===== src/rtl/alu_bist.sv =====
// Built-in self-test sequencer for an 8-bit ALU: drives a fixed table of
// ten vectors, waits SETTLE cycles for each one, compares the result and
// reports the mismatch count plus the first failing index and value.
module alu_bist #(
  parameter int unsigned SETTLE = 1
) (
  input  logic       clk,
  input  logic       rst_n,
  input  logic       start,
  input  logic       abort,
  input  logic [7:0] alu_out,
  output logic [7:0] alu_a,
  output logic [7:0] alu_b,
  output logic [3:0] alu_op,
  output logic       busy,
  output logic       done,
  output logic       pass,
  output logic [3:0] fail_count,
  output logic [3:0] first_fail_idx,
  output logic [7:0] first_fail_out
);

  localparam int unsigned DATA_W = 8;
  localparam int unsigned OP_W   = 4;
  localparam int unsigned IDX_W  = 4;
  localparam int unsigned CNT_W  = 4;

  localparam logic [IDX_W-1:0] LAST_IDX    = IDX_W'(9);
  localparam logic [IDX_W-1:0] NO_FAIL_IDX = IDX_W'(15);
  localparam logic [CNT_W-1:0] SETTLE_LAST = CNT_W'(SETTLE - 1);

  localparam logic [OP_W-1:0] OP_ADD = OP_W'(0);
  localparam logic [OP_W-1:0] OP_SUB = OP_W'(1);
  localparam logic [OP_W-1:0] OP_AND = OP_W'(2);
  localparam logic [OP_W-1:0] OP_OR  = OP_W'(3);
  localparam logic [OP_W-1:0] OP_XOR = OP_W'(4);
  localparam logic [OP_W-1:0] OP_SHL = OP_W'(5);
  localparam logic [OP_W-1:0] OP_SRL = OP_W'(6);
  localparam logic [OP_W-1:0] OP_SRA = OP_W'(7);
  localparam logic [OP_W-1:0] OP_EQ  = OP_W'(8);

  typedef enum logic [1:0] {
    S_IDLE  = 2'd0,
    S_WAIT  = 2'd1,
    S_CHECK = 2'd2,
    S_DONE  = 2'd3
  } state_t;

  // One stimulus vector as presented to the ALU
  typedef struct packed {
    logic [DATA_W-1:0] a;
    logic [DATA_W-1:0] b;
    logic [OP_W-1:0]   op;
  } stim_t;

  // Stimulus half of the vector table
  function automatic stim_t stim_at(input logic [IDX_W-1:0] idx);
    stim_t s;
    s = '0;
    case (idx)
      IDX_W'(0): s = '{a: 8'd10,  b: 8'd5,   op: OP_ADD};
      IDX_W'(1): s = '{a: 8'd10,  b: 8'd5,   op: OP_SUB};
      IDX_W'(2): s = '{a: 8'h0F,  b: 8'hF0,  op: OP_AND};
      IDX_W'(3): s = '{a: 8'h0F,  b: 8'hF0,  op: OP_OR};
      IDX_W'(4): s = '{a: 8'hAA,  b: 8'h55,  op: OP_XOR};
      IDX_W'(5): s = '{a: 8'd10,  b: 8'd2,   op: OP_SHL};
      IDX_W'(6): s = '{a: 8'd128, b: 8'd1,   op: OP_SRL};
      IDX_W'(7): s = '{a: 8'd128, b: 8'd1,   op: OP_SRA};
      IDX_W'(8): s = '{a: 8'd50,  b: 8'd50,  op: OP_EQ};
      IDX_W'(9): s = '{a: 8'd25,  b: 8'd30,  op: OP_EQ};
      default:   s = '0;
    endcase
    return s;
  endfunction

  // Expected-result half of the vector table
  function automatic logic [DATA_W-1:0] exp_at(input logic [IDX_W-1:0] idx);
    logic [DATA_W-1:0] e;
    e = '0;
    case (idx)
      IDX_W'(0): e = 8'd15;
      IDX_W'(1): e = 8'd5;
      IDX_W'(2): e = 8'h00;
      IDX_W'(3): e = 8'hFF;
      IDX_W'(4): e = 8'hFF;
      IDX_W'(5): e = 8'd40;
      IDX_W'(6): e = 8'd64;
      IDX_W'(7): e = 8'd192;
      IDX_W'(8): e = 8'd1;
      IDX_W'(9): e = 8'd0;
      default:   e = 8'd0;
    endcase
    return e;
  endfunction

  state_t             state, state_next;
  logic [IDX_W-1:0]   index, index_next;
  logic [CNT_W-1:0]   settle_cnt, settle_cnt_next;
  logic [DATA_W-1:0]  alu_a_next, alu_b_next;
  logic [OP_W-1:0]    alu_op_next;
  logic               busy_next, done_next, pass_next;
  logic [CNT_W-1:0]   fail_count_next;
  logic [IDX_W-1:0]   first_fail_idx_next;
  logic [DATA_W-1:0]  first_fail_out_next;
  stim_t              ld;
  logic               mismatch;

  // Exact 8-bit compare of the ALU result against the current vector
  assign mismatch = (alu_out != exp_at(index));

  // Next-state and next-output logic
  always_comb begin
    state_next          = state;
    index_next          = index;
    settle_cnt_next     = settle_cnt;
    alu_a_next          = alu_a;
    alu_b_next          = alu_b;
    alu_op_next         = alu_op;
    pass_next           = pass;
    fail_count_next     = fail_count;
    first_fail_idx_next = first_fail_idx;
    first_fail_out_next = first_fail_out;
    ld                  = stim_at(IDX_W'(0));

    case (state)
      S_IDLE: begin
        if (start) begin
          state_next          = S_WAIT;
          index_next          = IDX_W'(0);
          settle_cnt_next     = CNT_W'(0);
          alu_a_next          = ld.a;
          alu_b_next          = ld.b;
          alu_op_next         = ld.op;
          pass_next           = 1'b0;
          fail_count_next     = CNT_W'(0);
          first_fail_idx_next = NO_FAIL_IDX;
          first_fail_out_next = DATA_W'(0);
        end
      end

      S_WAIT: begin
        if (abort) begin
          state_next      = S_IDLE;
          settle_cnt_next = CNT_W'(0);
          pass_next       = 1'b0;
        end else if (settle_cnt == SETTLE_LAST) begin
          state_next      = S_CHECK;
          settle_cnt_next = CNT_W'(0);
        end else begin
          settle_cnt_next = settle_cnt + CNT_W'(1);
        end
      end

      S_CHECK: begin
        if (abort) begin
          state_next = S_IDLE;
          pass_next  = 1'b0;
        end else begin
          if (mismatch) begin
            fail_count_next = fail_count + CNT_W'(1);
            if (fail_count == CNT_W'(0)) begin
              first_fail_idx_next = index;
              first_fail_out_next = alu_out;
            end
          end
          if (index == LAST_IDX) begin
            state_next = S_DONE;
            pass_next  = !mismatch && (fail_count == CNT_W'(0));
          end else begin
            ld              = stim_at(index + IDX_W'(1));
            state_next      = S_WAIT;
            index_next      = index + IDX_W'(1);
            settle_cnt_next = CNT_W'(0);
            alu_a_next      = ld.a;
            alu_b_next      = ld.b;
            alu_op_next     = ld.op;
          end
        end
      end

      S_DONE: begin
        state_next = S_IDLE;
      end

      default: begin
        state_next = S_IDLE;
      end
    endcase

    busy_next = (state_next == S_WAIT) || (state_next == S_CHECK);
    done_next = (state_next == S_DONE);
  end

  // State and output registers
  always_ff @(posedge clk or negedge rst_n) begin
    if (!rst_n) begin
      state          <= S_IDLE;
      index          <= IDX_W'(0);
      settle_cnt     <= CNT_W'(0);
      alu_a          <= DATA_W'(0);
      alu_b          <= DATA_W'(0);
      alu_op         <= OP_W'(0);
      busy           <= 1'b0;
      done           <= 1'b0;
      pass           <= 1'b0;
      fail_count     <= CNT_W'(0);
      first_fail_idx <= NO_FAIL_IDX;
      first_fail_out <= DATA_W'(0);
    end else begin
      state          <= state_next;
      index          <= index_next;
      settle_cnt     <= settle_cnt_next;
      alu_a          <= alu_a_next;
      alu_b          <= alu_b_next;
      alu_op         <= alu_op_next;
      busy           <= busy_next;
      done           <= done_next;
      pass           <= pass_next;
      fail_count     <= fail_count_next;
      first_fail_idx <= first_fail_idx_next;
      first_fail_out <= first_fail_out_next;
    end
  end

endmodule


===== config.mk =====
export PLATFORM = sky130hd
export DESIGN_NAME = alu_bist
export DESIGN_NICKNAME = d
export VERILOG_FILES = /design/src/rtl/alu_bist.sv
export SDC_FILE = /design/constraint.sdc
export NUM_CORES = 1
export LEC_CHECK = 0
export CAP_MARGIN = 20
export CELL_PAD_IN_SITES_DETAIL_PLACEMENT = 0
export CELL_PAD_IN_SITES_GLOBAL_PLACEMENT = 1
export CORE_MARGIN = 4
export CORE_UTILIZATION = 31
export DETAILED_ROUTE_END_ITERATION = 10
export DONT_BUFFER_PORTS = 1
export GPL_TIMING_DRIVEN = 0
export PLACE_DENSITY = 0.64
export REMOVE_ABC_BUFFERS = 1
export SYNTH_ARGS = -nofsm -noshare
export SYNTH_HDL_FRONTEND = slang
export SYNTH_SLANG_ARGS = --single-unit

===== constraint.sdc =====
create_clock -name clk -period 5.55 [get_ports clk]
set_input_delay 1.11 -clock clk [delete_from_list [all_inputs] [get_ports clk]]
set_output_delay 1.11 -clock clk [all_outputs]
set_load 0.02 [all_outputs]

==> results.md <==
* FF-to-FF End: first_fail_idx[0]$_DFFE_PN1P_
* Via count at 1962
* Antenna violations before repair at 0
* Vias in the first global route at 2042
* IO Port Bufs at 0
* Yosys reg bits at 46
* Crit path kind: flip-flop to flip-flop
* Adder-cell share of the synthesized area at 4.79%
* Total iterations of the first detailed-routing run at 4
* Fraction of layout cells with a size suffix above 1 at 7.25%
* Power Density at 306 mW/mm^2
* Die area at 0.00996 sq mm
* GR Overflow Total at 0
* Largest family of logic cells by synthesized area: simple AND/OR/NAND/NOR gates
* FP Rows at 33
* Worst-Margin Slew at 0.938 ns
* Final Hold Fails at 0
* # diodes at 0
* Starting Density at 31.8%
* VDD IR max at 0.124 mV
* CTS tree: yes
* Placement Cell Area at 0.00266 sq mm
* RSZ-0062 raised after global routing: no
* Max Cap Violations at 0
* Number of synthesized flops with an enable pin at 0
* Max-slew violation count at 0
* Cts bufs inserted at 5
* Cell Area, Synth at 0.00261 sq mm
* GPL Wtd Cong at 0.773
* FF-to-FF path depth at 9
* Fin nets at 297
* Number of vias per cell at 5.15
* Simple-Gate Fraction of Synth Area at 20.6%
* Async SR Flop Fraction at 100%
* Count of different cell masters after synthesis at 51
* Core area at 0.00822 sq mm
* Clock latency on the worst-skew pair at 0.30 ns
* Gate Count Post-Synth at 284
* Worst setup SP type: flip-flop
* Post-synth top area share at 40.2%
* CP arrival at 3.32 ns
* Status: finished, final reports clean
* Warning count from the yosys run at 0
* CTS Hold Bufs at 0
* PostCTS Resize Cnt at 0
* DRT iter0 DRCs at 81
* Maximum clock insertion buffer count at 2
* XOR/XNOR share of the synthesized area at 3.35%
* Total power at 0.841 mW
* Hold_ws at 0.487 ns
* Compound-gate portion of the synthesized area at 16.9%
* WL/cell at 16.3 um
* DRT Wirelength at 6.20 mm
* Post-synth top flop: dfrtp_1
* Setup tns final at 0 ns
* Clock Skews at 0.00790 ns
* Post-route ant nets at 0
* Reg2Reg Setup Slack at 2.47 ns
* Die Wd at 99.8 um
* Post-synthesis mux area share at 5.41%
* Largest area contributor in the netlist: dfrtp_1
* Final HPWL DP at 4.37 mm
* First-pass GRT wire length at 10.5 mm
* Reg2reg start: index[0]$_DFFE_PN0P_
* P_leak at 1.15 nW
* Htree depth at 2
* DRC Markers at 0
* Final non-filler cell area at 0.00275 sq mm
* GRT Util Overall at 13.2%
* Register area share after synthesis at 44.3%
* Clk sinks at 46
* Final Setup Violations at 0
* Synth area leaders: dfrtp_1 (40%), nand2_1 (6.0%), mux2i_1 (5.0%), ha_1 (4.8%), nor2_1 (4.6%)
* Avg Cell Area, Syn at 9.20 sq um
* Die H at 99.8 um
* Fillers at 861
* Critical Path Fanout Max at 16
* Final min period at 3.08 ns
* Layout area overhead at 5.22%
* Clk root buf: clkbuf_8
* Min-delay worst type: primary input to async pin
* Crit share post-route at 55.5%
* CP required at 5.78 ns
* Highest clock rate at 324 MHz
* Max-slew headroom at 37.3%
* Io pins at 51
* CTS clock-pin slew for the worst setup and hold paths at 0.09 ns
* Largest net degree at the start of global routing at 47
* Crit end category: flip-flop
* Setup repair bufs after CTS at 0
metal layers:
layer	GRT usage [%]	part of all wire, %	up-vias
li1	-	-	961
met1	17.3	48	946
met2	20.4	43	47
met3	4.86	7.6	8
met4	4.10	1.4	0
met5	0	0	-
cells by family (layout without fill, tap and decap cells):
kind of cell / Yosys count / in the layout
AND/OR/NAND/NOR: 114 / 114
AO/OA/AOI/OAI: 64 / 64
flip-flops: 46 / 46
buffers and inverters: 25 / 17
multiplexers: 14 / 14
adder cells (fa/ha/maj): 10 / 10
XOR/XNOR: 10 / 10
other: 1 / 1
area by class of cell:
class	count	area [sq um]	area share, %
clock buffers	7	86.3	3.14
clock inverters	1	5.00	0.182
inverters	9	33.8	1.23
multi-input cells	213	1340	48.6
flip-flops and latches	46	1160	42.1
well taps	105	131	4.78
per-stage QoR:
step	instances	utilization [%]	worst slack, ns
detailed placement	373	32.3	2.45
global route	381	33.5	2.24
finish	381	33.5	2.47
global placement	373	32.3	2.52
CTS	381	33.5	2.44
floorplan	268	-	2.99
worst max-delay path, cell delays in order (launching register included):
cell      delay [ns]
dfrtp_1         0.69
inv_1           0.17
ha_1            0.40
inv_1           0.16
a21oi_1         0.29
xor2_1          0.15
a311oi_4        0.40
nor3_4          0.11
nor2_4          0.38
mux2i_1         0.26
worst max path at each step:
stage          depth (start not counted)  slack (ns)            startpoint                             to
2_1_floorplan                          9        2.99  index[0]$_DFFE_PN0P_  first_fail_idx[0]$_DFFE_PN1P_
3_3_place_gp                           9        2.52  index[0]$_DFFE_PN0P_  first_fail_out[6]$_DFFE_PN0P_
3_5_place_dp                           9        2.45  index[0]$_DFFE_PN0P_  first_fail_idx[0]$_DFFE_PN1P_
4_1_cts                                9        2.44  index[0]$_DFFE_PN0P_  first_fail_idx[0]$_DFFE_PN1P_
5_1_grt                                9        2.24  index[0]$_DFFE_PN0P_  first_fail_idx[3]$_DFFE_PN1P_
6_report                               9        2.47  index[0]$_DFFE_PN0P_  first_fail_idx[0]$_DFFE_PN1P_
registers in the layout (all words and copies together) (netlist names):
| register | flops |
|---|---|
| first_fail_out | 8 |
| alu_a | 7 |
| alu_b | 7 |
| fail_count | 4 |
| first_fail_idx | 4 |
| index | 4 |
| settle_cnt | 4 |
| alu_op | 3 |
| state | 2 |
| busy | 1 |
| done | 1 |
| pass | 1 |
layout by cell type (no fill, tap or decap), types with 2 or more instances in the layout:
cell type  netlist  layout
nor3b_1          3       3
nor2b_1          6       6
nor2_1          32      32
a22o_1           4       4
a21oi_1         15      15
ha_1            10      10
nor3_1           4       4
o21ai_0         18      18
o211ai_1         3       3
nand4_1          3       3
nand2b_1         7       7
xnor2_1          5       5
a31oi_1          2       2
nand3_1          9       9
dfstp_2          4       4
nand2_1         42      42
o31ai_1          5       5
o41ai_1          2       2
inv_1            8       8
dfrtp_1         42      42
xor2_1           5       5
clkbuf_8         0       6
mux2i_1         13      13
a21o_1           3       3
report_power, final:
part	leakage (nW)	switching (mW)	internal [mW]
logic	0.503	0.128	0.0789
registers	0.601	0.0606	0.358
clock network	0.0482	0.115	0.101
Yosys cell counts (all sizes together) (3+ instances only):
| master | count |
|---|---|
| nand3 | 9 |
| xor2 | 5 |
| a22o | 4 |
| nor2 | 33 |
| dfrtp | 42 |
| xnor2 | 5 |
| clkbuf | 7 |
| nor2b | 6 |
| nor3 | 5 |
| o21ai | 18 |
| ha | 10 |
| dfstp | 4 |
| a21oi | 15 |
| inv | 9 |
| nor3b | 3 |
| o211ai | 3 |
| nand2 | 42 |
| nand2b | 7 |
| a21o | 3 |
| mux2i | 13 |
| buf | 9 |
| nand4 | 3 |
| o31ai | 6 |
(Power assumes the default switching activity.)
==> RTL edit 1 (same settings) <==
Reset style: synchronous (`rst_n`), changed in one clocked block.
--- a/src/rtl/alu_bist.sv
+++ b/src/rtl/alu_bist.sv
@@ -192,7 +192,7 @@
   end
 
   // State and output registers
-  always_ff @(posedge clk or negedge rst_n) begin
+  always_ff @(posedge clk) begin
     if (!rst_n) begin
       state          <= S_IDLE;
       index          <= IDX_W'(0);
Formal check against the unedited RTL: differs if rst_n is asserted again (counterexample within 4 cycles, from zero or initial values and one cycle with rst_n low); with rst_n held inactive, the same outputs for 10 cycles.
==> RTL edit 1 against the unedited design <==
- sequential cell count rose by 8
- die area down 2.3%
- cell count shrank 2.1%
- design area decreased by 1.3%
- sequential share of layout area down 2.2 points
- routed wire length decreased by 7.0%
- critical path depth fell by 3
- synthesized area fell by 2.5%
- maximum frequency grew 22%
- setup slack improved by 0.55 ns
- critical path type unchanged
Power is not compared: it rests on default switching activity, and its combinational part moved more than twofold at a synthesized area within 25%.
==> RTL edit 1: results (changes against the unedited design) <==
* Post-synthesis cell type count at 56 (+9.8%)
* Fill cells at 833 (-3.3%)
* HP Class: register to register
* Reg2Reg Setup Slack at 3.01 ns (+0.55 ns)
* Detail Placement HPWL at 4179 um (-4.5%)
* CP peak stage delay at 0.71 ns (+0.02 ns)
* DP Area at 0.002596 mm^2 (-2.3%)
* Post CTS Setup Buffer Count at 0 (unchanged)
* Global-route wire length before repair at 9535 um (-9.5%)
* Total GRT Usage at 12.02% (-1.2 points)
* Largest net degree at the start of global routing at 23 (-51%)
* Reg2reg start: index[0]
* CTS H-tree depth at 2 (unchanged)
* Vias in the first global route at 1838 (-10%)
* CTS root buf: clkbuf_8
* FF-to-FF path depth at 6 (-3)
* CP max-delay cell: o311ai_4
* Most instantiated cells after synthesis: dfxtp_1 (54), a21oi_1 (26), nand2_1 (25)
* Relative slew slack at 40.46% (+3.1 points)
* Max VDD drop at 0.00009689 V
* CP delay by family, top: compound AO/OA/AOI/OAI gates
* Sequential cell area fraction in the yosys report at 42.44% (-1.8 points)
* Ys async rst share at 0% (-100 points)
* Layout cells sized above 1 at 9.594% (+2.3 points)
* Vias per cell at 5.139 (-0.20%)
* Outcome: finished clean
* RD Place Congestion at 0.7844 (+1.4%)
* Top cells by area, synth: dfxtp_1 (42%), a21oi_1 (5.1%), ha_1 (4.9%)
* Final WL at 5768 um (-7.0%)
* Crit path DAT at 2.76 ns (-0.56 ns)
* Final nets at 292 (-1.7%)
* Worst clock skew at 0.01149 ns (+0.003593 ns)
* Clk Latency, worst-skew pair at 0.30 ns (about the same)
-- RTL edit 1: cell types whose count changed after synthesis, moves of 10 or more --
cell | unedited run | this run
dfxtp_1 | 0 | 54
dfrtp_1 | 42 | 0
nand2_1 | 42 | 25
a21oi_1 | 15 | 26
mux2i_1 | 13 | 2
nor2_1 | 32 | 22
-- RTL edit 1: power breakdown --
part	switching [mW]	leakage [nW]	internal [mW]	total, mW
Clock	0.127	0.0579	0.133	0.260
Sequential	0.0147	0.438	0.395	0.409
Combinational	0.0321	0.545	0.0173	0.0494
Total	0.174	1.04	0.545	0.719
-- RTL edit 1: layout make-up --
type / count / area share, %
Inverter: 12 / 1.661
Tap cell: 102 / 4.705
Sequential cell: 54 / 39.85
Multi-Input combinational cell: 196 / 49.49
Timing Repair Buffer: 1 / 0.2768
Clock buffer: 5 / 2.537
Clock inverter: 3 / 1.476
-- RTL edit 1: worst max path at each step --
stage / slack [ns] / cells after the start / to / startpoint
floorplan: 3.06 / 5 / register / abort
global placement: 2.79 / 5 / first_fail_out[5] / alu_out[5]
detailed placement: 2.75 / 5 / first_fail_out[0] / alu_out[5]
CTS: 3.00 / 6 / register / index[0]
global route: 2.82 / 6 / register / index[0]
finish: 3.01 / 6 / register / index[0]
-- RTL edit 1: metal layers --
metal | routed length [um] | vias to the layer above | global-route usage [%]
met5 | 0 | - | 0
met4 | 77 | 0 | 3.782
met3 | 327 | 5 | 3.255
met2 | 2668 | 32 | 19.40
met1 | 2694 | 903 | 15.64
li1 | - | 977 | -
-- RTL edit 1: per-stage QoR --
step	worst slack [ns]	cells	hold slack, ns	utilization [%]
finish	3.014	373	0.5076	34.57
global route	2.819	373	0.5437	34.57
floorplan	3.062	262	0.4707	-
CTS	3.002	372	0.5153	34.47
detailed placement	2.753	364	0.5002	33.08
global placement	2.785	364	0.4932	33.08
-- RTL edit 1: cell families (layout without fill, tap and decap cells) --
kind of cell	count (synthesis)	after routing	share of synthesized area (%)
other	1	1	0.1472
multiplexers	2	2	0.7859
XOR/XNOR	13	13	4.470
adder cells (fa/ha/maj)	10	10	4.912
flip-flops	54	54	42.44
AND/OR/NAND/NOR	92	92	20.29
AO/OA/AOI/OAI	78	78	22.10
buffers and inverters	26	21	4.862
-- RTL edit 1: tightest hold or removal path: stages (launching register included) --
cell	delay, ns
dfxtp_1	0.34
o21ai_0	0.07
a21oi_1	0.06
==> RTL edit 2 (same flow settings) <==
Without the edit above. Re-encode `state_t` (4 states) as one-hot, 4 bits wide.
--- a/src/rtl/alu_bist.sv
+++ b/src/rtl/alu_bist.sv
@@ -39,11 +39,11 @@
   localparam logic [OP_W-1:0] OP_SRA = OP_W'(7);
   localparam logic [OP_W-1:0] OP_EQ  = OP_W'(8);
 
-  typedef enum logic [1:0] {
-    S_IDLE  = 2'd0,
-    S_WAIT  = 2'd1,
-    S_CHECK = 2'd2,
-    S_DONE  = 2'd3
+  typedef enum logic [3:0] {
+    S_IDLE  = 4'b0001,
+    S_WAIT  = 4'b0010,
+    S_CHECK = 4'b0100,
+    S_DONE  = 4'b1000
   } state_t;
 
   // One stimulus vector as presented to the ALU
Check against the original RTL: same outputs for any inputs over 4 cycles, from zero or initial values and one cycle with rst_n low; so few cycles prove little.
==> RTL edit 2 against the unedited design <==
- design area grew 2.0%
- clock skew shrank 0.0012 ns
- sequential cell count rose by 2
- count of clock-buffer cells in the layout fell by 2
- maximum frequency increased by 1.5%
- core utilization is 0.67 points higher
- routed wire length is 0.31% lower
- setup slack better by 0.046 ns
- synthesized area barely moved
- largest cell class unchanged
Power is not compared: it rests on default switching activity, and its combinational part moved more than twofold at a synthesized area within 25%.
==> RTL edit 2: results (changes against the unedited design) <==
* Layout cells sized above 1 at 9.643% (+2.4 points)
* Fill cells at 864 (+0.35%)
* Top cells by area, synth: dfrtp_1 (41%), nand2_1 (6.9%), dfstp_2 (5.0%)
* Largest net degree at the start of global routing at 49 (+4.3%)
* Total GRT Usage at 13.13% (-0.10 points)
* Port Buffer Count at 0 (unchanged)
* Switching Share at 28.00%
* CP Max Fanout at 13 (-3)
* Post-CTS resize count at 0 (unchanged)
* Ys async rst share at 100.0% (unchanged)
* Leak at 1.157 nW
* CP max-delay cell: dfrtp_1
* Synth warn at 0 (unchanged)
* Post-DR wirelength/cell at 16.06 um (-1.3%)
* Max VDD drop at 0.00008397 V
* Pre-CTS WS at 2.002 ns (-0.4478 ns)
* Final nets at 300 (+1.0%)
* Reg2Reg Setup Slack at 2.51 ns (+0.05 ns)
* Detail Placement HPWL at 4308 um (-1.5%)
* Post CTS Setup Buffer Count at 0 (unchanged)
* Worst clock skew at 0.006687 ns (-0.001212 ns)
* CTS root buf: clkbuf_8
* Post-synthesis cell type count at 46 (-9.8%)
* CP peak stage delay at 0.63 ns (-0.06 ns)
* CP delay by family, top: simple AND/OR/NAND/NOR gates
* TritonCTS buffer count at 5 (unchanged)
* Outcome: finished clean
* # diodes at 0 (unchanged)
* Relative slew slack at 39.39% (+2.0 points)
* Deepest clock path buffer count at 2 (unchanged)
* RD Place Congestion at 0.7447 (-3.7%)
* Iteration-0 DRC Markers at 81 (unchanged)
* Sequential cell area fraction in the yosys report at 46.19% (+1.9 points)
* HP Class: input pin to asynchronous set/reset pin
* Top Registers: first_fail_out (8), alu_a (7), alu_b (7)
* CTS H-tree depth at 2 (unchanged)
* Ys flop type: dfrtp_1
* Clk Latency, worst-skew pair at 0.30 ns (about the same)
* Initial antenna violation count at 0 (unchanged)
* Drt pass-1 iters at 4 (unchanged)
* Global-route wire length before repair at 10430 um (-1.1%)
* Vias in the first global route at 2012 (-1.5%)
* Vias per cell at 5.088 (-1.2%)
* Most instantiated cells after synthesis: nand2_1 (48), dfrtp_1 (43), o21ai_1 (23)
* Layout area overhead at 7.276%
* Crit path DAT at 3.27 ns (-0.05 ns)
* DP Area at 0.002655 mm^2 (about the same)
* FF-to-FF path depth at 9 (unchanged)
* Reg2reg start: index[0]
* Hold slack at 0.4887 ns (+0.001943 ns)
* Clock-pin slew on the worst setup and hold paths at 0.10 ns
* R2R Path End: first_fail_idx[1]
==> RTL edit 2: per-stage QoR <==
step	power, mW	std cells	utilization [%]
6_report	0.7319	385	34.13
5_1_grt	0.7709	385	34.13
4_1_cts	0.7406	382	33.71
2_1_floorplan	0.4479	269	-
3_3_place_gp	0.4702	374	32.31
3_5_place_dp	0.4711	374	32.31
==> RTL edit 2: final cells by class <==
cell class	instances	share of cell area [%]
Sequential cell	48	43.06
Multi-Input combinational cell	210	45.47
Clock inverter	3	1.651
Tap cell	105	4.685
Timing Repair Buffer	3	1.205
Inverter	11	1.473
Clock buffer	5	2.454
==> RTL edit 2: worst max path at each step <==
stage                              endpoint  startpoint  slack, ns
after floorplan           first_fail_idx[0]    index[0]       2.60
after global placement    first_fail_idx[0]    index[0]       2.02
after detailed placement  first_fail_idx[0]    index[0]       2.00
after CTS                 first_fail_idx[1]    index[0]       1.97
after global routing      first_fail_idx[0]    index[0]       2.17
final                     first_fail_idx[1]    index[0]       2.51
==> RTL edit 2: power groups by stage <==
stage	sequential [mW]	combinational, mW	clock (mW)
final	0.381	0.0880	0.263
after global routing	0.383	0.0998	0.288
after CTS	0.381	0.0834	0.276
after detailed placement	0.388	0.0831	0
after global placement	0.388	0.0821	0
after floorplan	0.384	0.0639	0
==> RTL edit 2: logic make-up after synthesis <==
kind of cell | after synthesis | synth area share, %
simple gates | 104 | 19.29
compound gates | 78 | 18.14
flops | 48 | 46.19
buf+inv | 27 | 5.026
xor+xnor | 12 | 4.308
fa+ha+maj | 9 | 4.308
mux | 6 | 2.585
other cells | 1 | 0.1435
==> RTL edit 2: metal layers <==
layer  wire length (um)  track usage (%)
met1               2740            16.17
met2               2961            21.60
met3                408            4.795
met4                 73            3.782
met5                  0                0
